[src/rtl/aftab_store_sequencer_if.sv]
`default_nettype none
// ============================================================================
// aftab_store_sequencer_if : store request / byte-write bus bundle
// Revision: 1.0
// ============================================================================
interface aftab_store_sequencer_if #(
  parameter int ADDR_W = 32
);
  logic              startWr;
  logic [31:0]       dataIn;
  logic [ADDR_W-1:0] addrIn;
  logic [1:0]        nBytes;
  logic              memReady;
  logic [ADDR_W-1:0] addrOut;
  logic [7:0]        dataOut;
  logic              writeMem;
  logic [1:0]        laneSel;
  logic              laneEn;
  logic              busy;
  logic              completeWr;
  logic              misaligned;

  modport slave (
    input  startWr, dataIn, addrIn, nBytes, memReady,
    output addrOut, dataOut, writeMem, laneSel, laneEn, busy, completeWr, misaligned
  );

  modport master (
    output startWr, dataIn, addrIn, nBytes, memReady,
    input  addrOut, dataOut, writeMem, laneSel, laneEn, busy, completeWr, misaligned
  );
endinterface
`default_nettype wire

[src/rtl/aftab_store_sequencer.sv]
`default_nettype none
// ============================================================================
// aftab_store_sequencer : splits a byte/half/word store into byte writes
// Revision: 1.0
// ============================================================================
module aftab_store_sequencer #(
  parameter int ADDR_W = 32
) (
  input  wire logic                clk,
  input  wire logic                rst,
  aftab_store_sequencer_if.slave   bus
);

  typedef enum logic [0:0] {
    S_IDLE  = 1'b0,
    S_WRITE = 1'b1
  } state_t;

  state_t            r_state;
  logic [31:0]       r_data;
  logic [ADDR_W-1:0] r_base;
  logic [1:0]        r_last;
  logic [ADDR_W-1:0] r_addr_out;
  logic [7:0]        r_data_out;
  logic              r_write;
  logic [1:0]        r_lane;
  logic              r_busy;
  logic              r_complete;
  logic              r_misaligned;

  logic              w_reject;
  logic [1:0]        w_last_lane;
  logic [1:0]        w_next_lane;
  logic [ADDR_W-1:0] w_next_addr;
  logic [7:0]        w_next_byte;

  // Halfwords need even addresses, words need 4-byte alignment; code 10 is never legal.
  assign w_reject = (bus.nBytes == 2'b10) ||
                    ((bus.nBytes == 2'b01) && bus.addrIn[0]) ||
                    ((bus.nBytes == 2'b11) && (bus.addrIn[1:0] != 2'b00));

  always_comb begin
    w_last_lane = 2'd0;
    case (bus.nBytes)
      2'b01:   w_last_lane = 2'd1;
      2'b11:   w_last_lane = 2'd3;
      default: w_last_lane = 2'd0;
    endcase
  end

  assign w_next_lane = r_lane + 2'd1;
  assign w_next_addr = r_base + ADDR_W'(w_next_lane);
  assign w_next_byte = r_data[{w_next_lane, 3'b000} +: 8];

  always_ff @(posedge clk) begin
    if (rst) begin
      r_state      <= S_IDLE;
      r_data       <= 32'd0;
      r_base       <= '0;
      r_last       <= 2'd0;
      r_addr_out   <= '0;
      r_data_out   <= 8'd0;
      r_write      <= 1'b0;
      r_lane       <= 2'd0;
      r_busy       <= 1'b0;
      r_complete   <= 1'b0;
      r_misaligned <= 1'b0;
    end else begin
      r_complete   <= 1'b0;
      r_misaligned <= 1'b0;
      case (r_state)
        S_IDLE: begin
          if (bus.startWr) begin
            if (w_reject) begin
              r_misaligned <= 1'b1;
            end else begin
              r_state    <= S_WRITE;
              r_data     <= bus.dataIn;
              r_base     <= bus.addrIn;
              r_last     <= w_last_lane;
              r_addr_out <= bus.addrIn;
              r_data_out <= bus.dataIn[7:0];
              r_write    <= 1'b1;
              r_lane     <= 2'd0;
              r_busy     <= 1'b1;
            end
          end
        end
        S_WRITE: begin
          // Without memReady every output simply holds.
          if (bus.memReady) begin
            if (r_lane == r_last) begin
              r_state    <= S_IDLE;
              r_addr_out <= '0;
              r_data_out <= 8'd0;
              r_write    <= 1'b0;
              r_lane     <= 2'd0;
              r_busy     <= 1'b0;
              r_complete <= 1'b1;
            end else begin
              r_lane     <= w_next_lane;
              r_addr_out <= w_next_addr;
              r_data_out <= w_next_byte;
            end
          end
        end
        default: r_state <= S_IDLE;
      endcase
    end
  end

  assign bus.addrOut    = r_addr_out;
  assign bus.dataOut    = r_data_out;
  assign bus.writeMem   = r_write;
  assign bus.laneEn     = r_write;
  assign bus.laneSel    = r_lane;
  assign bus.busy       = r_busy;
  assign bus.completeWr = r_complete;
  assign bus.misaligned = r_misaligned;

endmodule
`default_nettype wire

[src/flat_wrapper.sv]
// flat-port wrapper written by rule: the top's interface ports become plain ports
module aftab_store_sequencer_flat 
#(
  parameter int ADDR_W = 32
)
  (clk, rst, bus_startWr, bus_dataIn, bus_addrIn, bus_nBytes, bus_memReady, bus_addrOut, bus_dataOut, bus_writeMem, bus_laneSel, bus_laneEn, bus_busy, bus_completeWr, bus_misaligned);
  aftab_store_sequencer_if #(.ADDR_W(ADDR_W)) bus_i ();
  input  wire logic clk;
  input  wire logic rst;
  input wire logic [$bits(bus_i.startWr)-1:0] bus_startWr;
  input wire logic [$bits(bus_i.dataIn)-1:0] bus_dataIn;
  input wire logic [$bits(bus_i.addrIn)-1:0] bus_addrIn;
  input wire logic [$bits(bus_i.nBytes)-1:0] bus_nBytes;
  input wire logic [$bits(bus_i.memReady)-1:0] bus_memReady;
  output wire logic [$bits(bus_i.addrOut)-1:0] bus_addrOut;
  output wire logic [$bits(bus_i.dataOut)-1:0] bus_dataOut;
  output wire logic [$bits(bus_i.writeMem)-1:0] bus_writeMem;
  output wire logic [$bits(bus_i.laneSel)-1:0] bus_laneSel;
  output wire logic [$bits(bus_i.laneEn)-1:0] bus_laneEn;
  output wire logic [$bits(bus_i.busy)-1:0] bus_busy;
  output wire logic [$bits(bus_i.completeWr)-1:0] bus_completeWr;
  output wire logic [$bits(bus_i.misaligned)-1:0] bus_misaligned;
  assign bus_i.startWr = bus_startWr;
  assign bus_i.dataIn = bus_dataIn;
  assign bus_i.addrIn = bus_addrIn;
  assign bus_i.nBytes = bus_nBytes;
  assign bus_i.memReady = bus_memReady;
  assign bus_addrOut = bus_i.addrOut;
  assign bus_dataOut = bus_i.dataOut;
  assign bus_writeMem = bus_i.writeMem;
  assign bus_laneSel = bus_i.laneSel;
  assign bus_laneEn = bus_i.laneEn;
  assign bus_busy = bus_i.busy;
  assign bus_completeWr = bus_i.completeWr;
  assign bus_misaligned = bus_i.misaligned;
  aftab_store_sequencer #(.ADDR_W(ADDR_W)) u_core (.clk(clk), .rst(rst), .bus(bus_i));
endmodule
[config.mk]
export PLATFORM = sky130hd
export DESIGN_NAME = aftab_store_sequencer_flat
export DESIGN_NICKNAME = d
export VERILOG_FILES = /design/src/rtl/aftab_store_sequencer_if.sv /design/src/rtl/aftab_store_sequencer.sv /design/src/flat_wrapper.sv
export SDC_FILE = /design/constraint.sdc
export NUM_CORES = 1
export LEC_CHECK = 0
export ABC_AREA = 1
export CORE_MARGIN = 3
export CORE_UTILIZATION = 51
export DETAILED_ROUTE_END_ITERATION = 7
export PLACE_DENSITY = 0.91
export SLEW_MARGIN = 15
export SYNTH_ARGS = -nofsm -noshare
export SYNTH_HDL_FRONTEND = slang
export SYNTH_SLANG_ARGS = --single-unit
export TNS_END_PERCENT = 50
[constraint.sdc]
create_clock -name clk -period 2.7 [get_ports clk]
set_input_delay 0.27 -clock clk [delete_from_list [all_inputs] [get_ports clk]]
set_output_delay 0.27 -clock clk [all_outputs]
set_load 0.05 [all_outputs]
# Word-level counts from Yosys, hierarchy flattened
# Cells that the tools add are included.
# totals
ff_bits	112
input_bits	70
output_inout_bits	47
# classes
n_addsub	2
eq_ne	8
n_shift	1
mux	28
bitwise_logic	4
reduce_logical	10
# ops
cell	n
$mux W32	4
$pmux W32 S2	1
$add A32 B2 Y32	1
$mux W8	4
$shiftx A32 B6 Y8	1
$pmux W8 S2	1
$mux W1	10
$mux W2	4
$ne A2 B2 Y1 const B	4
$pmux W2 S2	2
$reduce_and A3 Y1	2
$reduce_or A3 Y1	2
$eq A2 B2 Y1 const B	2
$not A1 Y1	4
$pmux W1 S2	2
$reduce_and A4 Y1	1
$add A2 B1 Y2 const B	1
$eq A2 B1 Y1 const B	1
$eq A2 B2 Y1	1
$logic_and A1 B1 Y1	2
$logic_or A1 B1 Y1	2
$reduce_bool A2 Y1	1

# Logic depth before layout (Yosys ltp)
# Gate-level depths: netlist (run 1).
# logic_depth
ltp_word	7
ltp_mapped	12
ltp_nobuf	11

# Worst setup path before layout (run 1)
# Ideal clock, no wire load.
# synth_path
path_kind	reg2reg
startpoint	reg u_core.r_lane[0] (netlist: u_core.bus.laneSel[0])
endpoint	reg u_core.r_addr_out[28] (netlist: u_core.bus.addrOut[28])
setup_ps	120
arrival_time_ps	2504
setup_slack_ps	76
stages_incl_launch_ff	12
path_buffers	2
cell_sequence	dfxtp_1 -> buf_4 -> xor2_1 -> buf_4 -> inv_1 -> fa_1 -> nor2_1 -> nand3_1 -> nor2_1 -> nand4_1 -> nand2_1 -> a21oi_1
# synth_between
elab_chain_len	5
word_cells_on_any_way	6
classes_between	2 x add/sub; 1 x eq/ne; 3 x mux
# synth_lines
item	line	source
start: declaration	aftab_store_sequencer.sv:26	logic [1:0] r_lane;
start signal: assignment	aftab_store_sequencer.sv:101	r_lane <= w_next_lane;
$add A2 B1 Y2	aftab_store_sequencer.sv:51	assign w_next_lane = r_lane + 2'd1;
$add A32 B2 Y32	aftab_store_sequencer.sv:52	assign w_next_addr = r_base + ADDR_W'(w_next_lane);
$mux W32 (*)	aftab_store_sequencer.sv:92	if (r_lane == r_last) begin
$mux W32 (*)	aftab_store_sequencer.sv:91	if (bus.memReady) begin
$pmux W32 S2 (*)	aftab_store_sequencer.sv:71	case (r_state)
end signal: assignment	aftab_store_sequencer.sv:81	r_addr_out <= bus.addrIn;
end signal: assignment	aftab_store_sequencer.sv:102	r_addr_out <= w_next_addr;
end: declaration	aftab_store_sequencer.sv:23	logic [ADDR_W-1:0] r_addr_out;
# Mark *: on every way between the ends. The rest lies on a longest branch, timed or not. The select of a mux whose other input is x is not followed.
# A chain may end at the register's enable or synchronous reset.

# Final worst setup path (run 1)
# layout_path
startpoint	reg u_core.r_lane[1] (netlist: u_core.bus.laneSel[1])
endpoint	reg u_core.r_addr_out[24] (netlist: u_core.bus.addrOut[24])
# Same word-level chain as after synthesis.

==> impl_metrics.csv, run 1 <==
group,metric,value,unit
clocking,clk_latency,0.38,ns
timing,setup_ws,0.3797,ns
detailed_routing,drtIter0Drc,395,
floorplanning,core_area,0.01037,mm^2
yosys,synth_cell_types,33,
yosys,netlist.area_leader.share,40.89,%
detailed_routing,wl_per_cell,15.17,um
detailed_routing,drc,0,
yosys,synth_top_area_cell,"dfxtp_1",
global_route,grt_pass1_wl,25300,um
timing,min_period,2.320,ns
cells_and_area,drive_above_1_share,4.799,%
global_route,antenna_found_initial,0,
cells_and_area,fin_nets,964,
timing,setup_viol,0,
floorplanning,die_height,109.7,um
floorplanning,start_util,52.87,%
power_and_ir_drop,switchingPower,1.221,mW
power_and_ir_drop,power.internal,2.674,mW
placed_design,port_buffers,116,
power_and_ir_drop,p_sw_share,31.36,%
placed_design,routabilityCongestion,1.002,
cells_and_area,area_delta_synth_final,26.11,%
power_and_ir_drop,ir_worst_vdd,0.2990,mV
detailed_routing,dr_total_vias,5759,
setup_path,path_class,"reg2reg",
power_and_ir_drop,comb_power_share,22.2,%
clocking,htree_levels,3,
cells_and_area,n_antenna_cell,0,
clocking,clockBufferDepth,2,
run_status,status,"complete, no violations",
yosys,ys_warn_count,0,
yosys,synth-main-ff-cell,"dfxtp_1",
job,drv_cap,0,
setup_path,crit_family,"simple AND/OR/NAND/NOR gates",
clocking,root_buffer,"clkbuf_8",
setup_path,critPathLaunchType,"register",
setup_path,crit_top_cell,"nand3_1",
setup_path,worstPathBufferInverterCount,1,
global_route,grt_usage,26.64,%
placed_design,place_ws,0.4183,ns
yosys,yosysSeqAreaShare,40.89,%
global_route,grt_pass1_vias,5332,
yosys,synthesis.nets,874,
timing,timing.fmax,0.4310,GHz
floorplanning,io_pins,117,
detailed_routing,wirelength,15650,um
timing,skew,0.01329,ns
placed_design,hpwlAfterDp,10930,um
timing,relSlewSlack,55.92,%
clocking,postCtsSetupBuffers,0,
clocking,cts_tree,"built",
setup_path,max_stage_delay,0.46,ns
clocking,cts_resized,0,
timing,tns,0,ns
setup_path,crit_path_end_kind,"register",
setup_path,required,2.97,ns
power_and_ir_drop,seq_power_share,48.2,%
setup_path,crit_slowest_cell,"fa_1",
yosys,synthTopCellsByArea,"dfxtp_1 41%, o21ai_0 11%, nand2_1 11%",
detailed_routing,ant_nets,0,
global_route,grt_max_degree,106,
cells_and_area,final_area,0.006914,mm^2
clocking,hold_buffers,0,
setup_path,worst_ep_arrival_time,2.59,ns
floorplanning,rows,37,
power_and_ir_drop,p_clk_share,29.5,%
power_and_ir_drop,cellLeakagePower,2.672,nW
yosys,yosysMostFrequentCell,"nand2_1",
yosys,synth_edf_count,0,
setup_path,ff2ff_setup_slack,0.38,ns
timing,min_period_over_period,85.94,%
min_path,hp-class,"reg2reg",
yosys,ys_ff_latch,112,
timing,hold_viol_final,0,
timing,rsz0062_at_grt,"no",
detailed_routing,vias_per_cell,5.580,
yosys,syn_area_per_cell,6.845,um^2
clocking,numCtsBuffers,9,
cells_and_area,utilization,66.67,%
yosys,netlist_area,0.005483,mm^2
global_route,grt_overflow,0,
setup_path,worstPathMaxFanout,6,
floorplanning,dieArea,0.01203,mm^2
floorplanning,die_w,109.7,um
timing,tightest_slew,0.6603,ns
setup_path,worstPathCellList,"xor2_1 > inv_1 > fa_1 > nor2_1 > nand3_1 > nor2_1 > nand3_1 > nand3_1 > a21oi_1",
yosys,synthArstFlopShare,0,%
detailed_routing,drtPass1Iterations,7,
power_and_ir_drop,powerDensity,563.3,mW/mm^2
placed_design,place_area,0.006686,mm^2
clocking,cts_sinks,112,
timing,slew_viol_final,0,
yosys,ys_top_cells_by_count,"157 x nand2_1, 122 x o21ai_0, 112 x dfxtp_1, 102 x a21oi_1, 82 x inv_1",
yosys,synthCells,801,
clocking,clkSlewWorstSetupHoldPaths,0.11,ns
-- worst register-to-register path, delay by kind of cell, from the launching register on --
| family | cells | cell delay, ns |
|---|---|---|
| AND/OR/NAND/NOR | 5 | 0.95 |
| adder cells (fa/ha/maj) | 1 | 0.46 |
| flip-flops | 1 | 0.45 |
| XOR/XNOR | 1 | 0.20 |
| buffers and inverters | 1 | 0.09 |
| AO/OA/AOI/OAI | 1 | 0.08 |
-- sequential cells by signal (all words and copies together) (netlist names) --
signal	flops
u_core.bus.dataOut	8
u_core.r_data	32
u_core.r_state	1
u_core.bus.addrOut	32
u_core.bus.completeWr	1
u_core.bus.laneSel	2
u_core.bus.misaligned	1
u_core.r_base	32
u_core.bus.laneEn	1
u_core.r_last	2
-- cell usage in the layout, fill, tap and decap left out, drive strengths merged --
master	count
fa	1
o21ai	128
buf	13
o221a	1
dfxtp	112
bufinv	2
xor2	2
inv	87
ha	2
clkbuf	11
a21oi	102
a22oi	18
o211ai	1
nand4	4
clkinv	2
xnor2	3
clkdlybuf4s50	116
or2	1
nor2	76
nand3b	3
nand3	38
nor3	3
o221ai	8
nand2	162
-- per-stage QoR --
step	power, mW	hold WS, ns	instances
floorplan	2.433	0.4049	801
global placement	2.752	0.4332	1016
detailed placement	2.768	0.4400	1016
CTS	3.899	0.4533	1032
global route	4.044	0.4652	1032
finish	3.895	0.4529	1032
-- area by class of cell --
cell class / instances / area [um^2]
fillers: 926 / 3456
multi-input cells: 553 / 2654
flip-flops and latches: 112 / 2242
repair buffers: 129 / 1296
inverters: 86 / 324.1
well taps: 136 / 170.2
clock buffers: 11 / 141.4
clock inverters: 5 / 86.33
-- kinds of logic after synthesis --
| group | Yosys count | synth area share, % |
|---|---|---|
| AND/OR/NAND/NOR | 287 | 21.61 |
| XOR/XNOR | 5 | 0.7989 |
| buffers and inverters | 136 | 10.79 |
| adder cells (fa/ha/maj) | 3 | 0.8215 |
| AO/OA/AOI/OAI | 258 | 25.08 |
| flip-flops | 112 | 40.89 |
-- path summary, 6_finish.rpt --
path / cells after the start / to / startpoint
max reg2reg: 9 / u_core.bus.addrOut[24] / u_core.bus.laneSel[1]
min reg2reg: 2 / u_core.r_data[29] / u_core.r_data[29]
max: 9 / u_core.bus.addrOut[24] / u_core.bus.laneSel[1]
min: 2 / u_core.r_data[29] / u_core.r_data[29]
-- metal layers --
metal / GRT usage, % / vias up / part of all wire (%)
met5: 0 / - / 0
met4: 10.24 / 0 / 2.5
met3: 4.521 / 30 / 7.5
met2: 45.77 / 237 / 49
met1: 33.35 / 2668 / 41
li1: - / 2824 / -
-- power groups by stage --
| stage | Sequential (mW) | Combinational (mW) | Clock [mW] |
|---|---|---|---|
| 5_1_grt | 1.89 | 0.942 | 1.21 |
| 6_report | 1.88 | 0.866 | 1.15 |
| 2_1_floorplan | 2.11 | 0.328 | 0 |
| 3_3_place_gp | 1.91 | 0.844 | 0 |
| 4_1_cts | 1.87 | 0.865 | 1.16 |
| 3_5_place_dp | 1.91 | 0.858 | 0 |
(Power assumes the default switching activity.)
==> run 2, diff against run 1 <==
Settings changed: CORE_UTILIZATION 51 to 25, PLACE_DENSITY 0.91 to 0.56.
Clock period 2.7 ns to 2.5 ns, I/O delays scaled along.
==> impl_metrics.csv, run 2 (synthesis gave the netlist of run 1 again) <==
group,metric,value,unit
run_status,status,"complete, no violations",
clocking,hold_buffers,0,
setup_path,critPathLaunchType,"register",
timing,hold_viol_final,0,
setup_path,path_class,"reg2reg",
timing,timing.fmax,0.4419,GHz
timing,tightest_slew,0.5765,ns
floorplanning,core_area,0.02129,mm^2
power_and_ir_drop,switchingPower,1.371,mW
global_route,grt_pass1_wl,27990,um
power_and_ir_drop,comb_power_share,21.1,%
clocking,cts_resized,0,
clocking,clk_latency,0.35,ns
detailed_routing,drtIter0Drc,359,
cells_and_area,area_delta_synth_final,31.20,%
cells_and_area,fin_nets,966,
cells_and_area,n_antenna_cell,0,
timing,relSlewSlack,61.45,%
cells_and_area,final_cell_mix,"157 x nand2_1, 122 x o21ai_0, 116 x clkdlybuf4s50_1",
floorplanning,die_height,154.1,um
clocking,clockBufferDepth,2,
clocking,htree_levels,3,
timing,setup_viol,0,
detailed_routing,wirelength,17430,um
floorplanning,rows,53,
detailed_routing,ant_nets,0,
clocking,postCtsSetupBuffers,0,
cells_and_area,final_common_cell,"nand2_1",
floorplanning,start_util,25.76,%
timing,setup_ws,0.2372,ns
detailed_routing,vias_per_cell,4.676,
placed_design,routabilityCongestion,0.8650,
placed_design,port_buffers,116,
floorplanning,io_pins,117,
clocking,clkSlewWorstSetupHoldPaths,0.08,ns
timing,slew_viol_final,0,
min_path,hp-class,"reg2reg",
timing,hold_ws,0.4481,ns
clocking,root_buffer,"clkbuf_16",
clocking,cts_tree,"built",
power_and_ir_drop,cellLeakagePower,2.722,nW
setup_path,required,2.78,ns
clocking,numCtsBuffers,9,
global_route,grt_overflow,0,
placed_design,place_ws,0.2635,ns
timing,skew,0.008349,ns
detailed_routing,drtPass1Iterations,5,
power_and_ir_drop,p_clk_share,33.6,%
timing,min_period,2.263,ns
timing,rsz0062_at_grt,"no",
global_route,grt_max_degree,96,
power_and_ir_drop,p_sw_share,30.66,%
setup_path,worst_ep_arrival_time,2.54,ns
timing,min_period_over_period,90.51,%
floorplanning,dieArea,0.02374,mm^2
cells_and_area,drive_above_1_share,5.122,%
power_and_ir_drop,powerDensity,621.8,mW/mm^2
floorplanning,die_w,154.1,um
job,drv_cap,0,
detailed_routing,drc,0,
global_route,antenna_found_initial,0,
power_and_ir_drop,power.internal,3.101,mW
power_and_ir_drop,seq_power_share,45.3,%
detailed_routing,dr_total_vias,5485,
clocking,cts_sinks,112,
power_and_ir_drop,ir_worst_vdd,0.3049,mV
setup_path,worstPathMaxFanout,3,
timing,tns,0,ns
placed_design,hpwlAfterDp,12330,um
global_route,grt_pass1_vias,5337,
detailed_routing,wl_per_cell,14.86,um
global_route,grt_usage,14.50,%
setup_path,crit_path_end_kind,"register",
==> run 2: changes by cell type in the layout (fill, tap and decap cells not counted) <==
cell,delta
dfxtp_2,+1
clkbuf_8,-9
dfxtp_1,-1
buf_12,+1
clkinv_2,+1
bufinv_16,-1
clkbuf_16,+9
buf_4,+1
==> run 2: final timing paths <==
check                           end  cells after the start             startpoint  slack [ns]
min reg2reg       u_core.r_data[31]                      2      u_core.r_data[31]        0.45
min               u_core.r_data[31]                      2      u_core.r_data[31]        0.45
max          u_core.bus.addrOut[26]                     10  u_core.bus.laneSel[1]        0.24
max reg2reg  u_core.bus.addrOut[26]                     10  u_core.bus.laneSel[1]        0.24
==> run 2: stage by stage <==
step,total power [mW],cell area (um^2),std cells,utilization (%)
2_1_floorplan,2.628,5484,801,-
3_3_place_gp,3.011,6889,1157,32.36
3_5_place_dp,3.014,6889,1157,32.36
4_1_cts,4.526,7193,1173,33.79
5_1_grt,4.700,7193,1173,33.79
6_report,4.473,7193,1173,33.79
==> run 2: layout make-up <==
cell class	count	area (um^2)
clock buffers	11	242.7
clock inverters	5	61.31
fillers	2304	14090
inverters	86	324.1
multi-input cells	553	2654
flip-flops and latches	112	2243
well taps	275	344.1
repair buffers	131	1324
==> run 2: worst max-delay path: stages (launching register included) <==
cell     delay [ns]
dfxtp_1        0.35
xor2_1         0.25
inv_1          0.10
fa_1           0.46
nor2_1         0.20
nand3_2        0.14
nor2_1         0.30
nand2_1        0.10
nand2_1        0.07
nand3_1        0.09
a21oi_1        0.13
==> run 2: power groups by stage <==
stage          Sequential, mW  Clock [mW]  Combinational, mW
2_1_floorplan            2.27           0              0.354
3_3_place_gp             2.07           0              0.942
3_5_place_dp             2.07           0              0.947
4_1_cts                  2.03        1.55              0.951
5_1_grt                  2.05        1.62               1.03
6_report                 2.03        1.50              0.942
==> run 2: layer usage <==
| metal | part of all wire, % | vias to the layer above | global-route usage (%) | wire length, um |
|---|---|---|---|---|
| met1 | 47 | 2487 | 19.43 | 8177 |
| met5 | 0 | - | 0 | 0 |
| met2 | 46 | 153 | 23.09 | 7937 |
| met4 | 1.6 | 0 | 3.827 | 287 |
| met3 | 5.9 | 18 | 3.940 | 1028 |
| li1 | - | 2827 | - | - |
==> run 3, diff against run 2 <==
Settings changed: TNS_END_PERCENT 50 to 20.
==> results of run 3 <==
The final DEF is identical to that of run 2; final timing and power are the same.
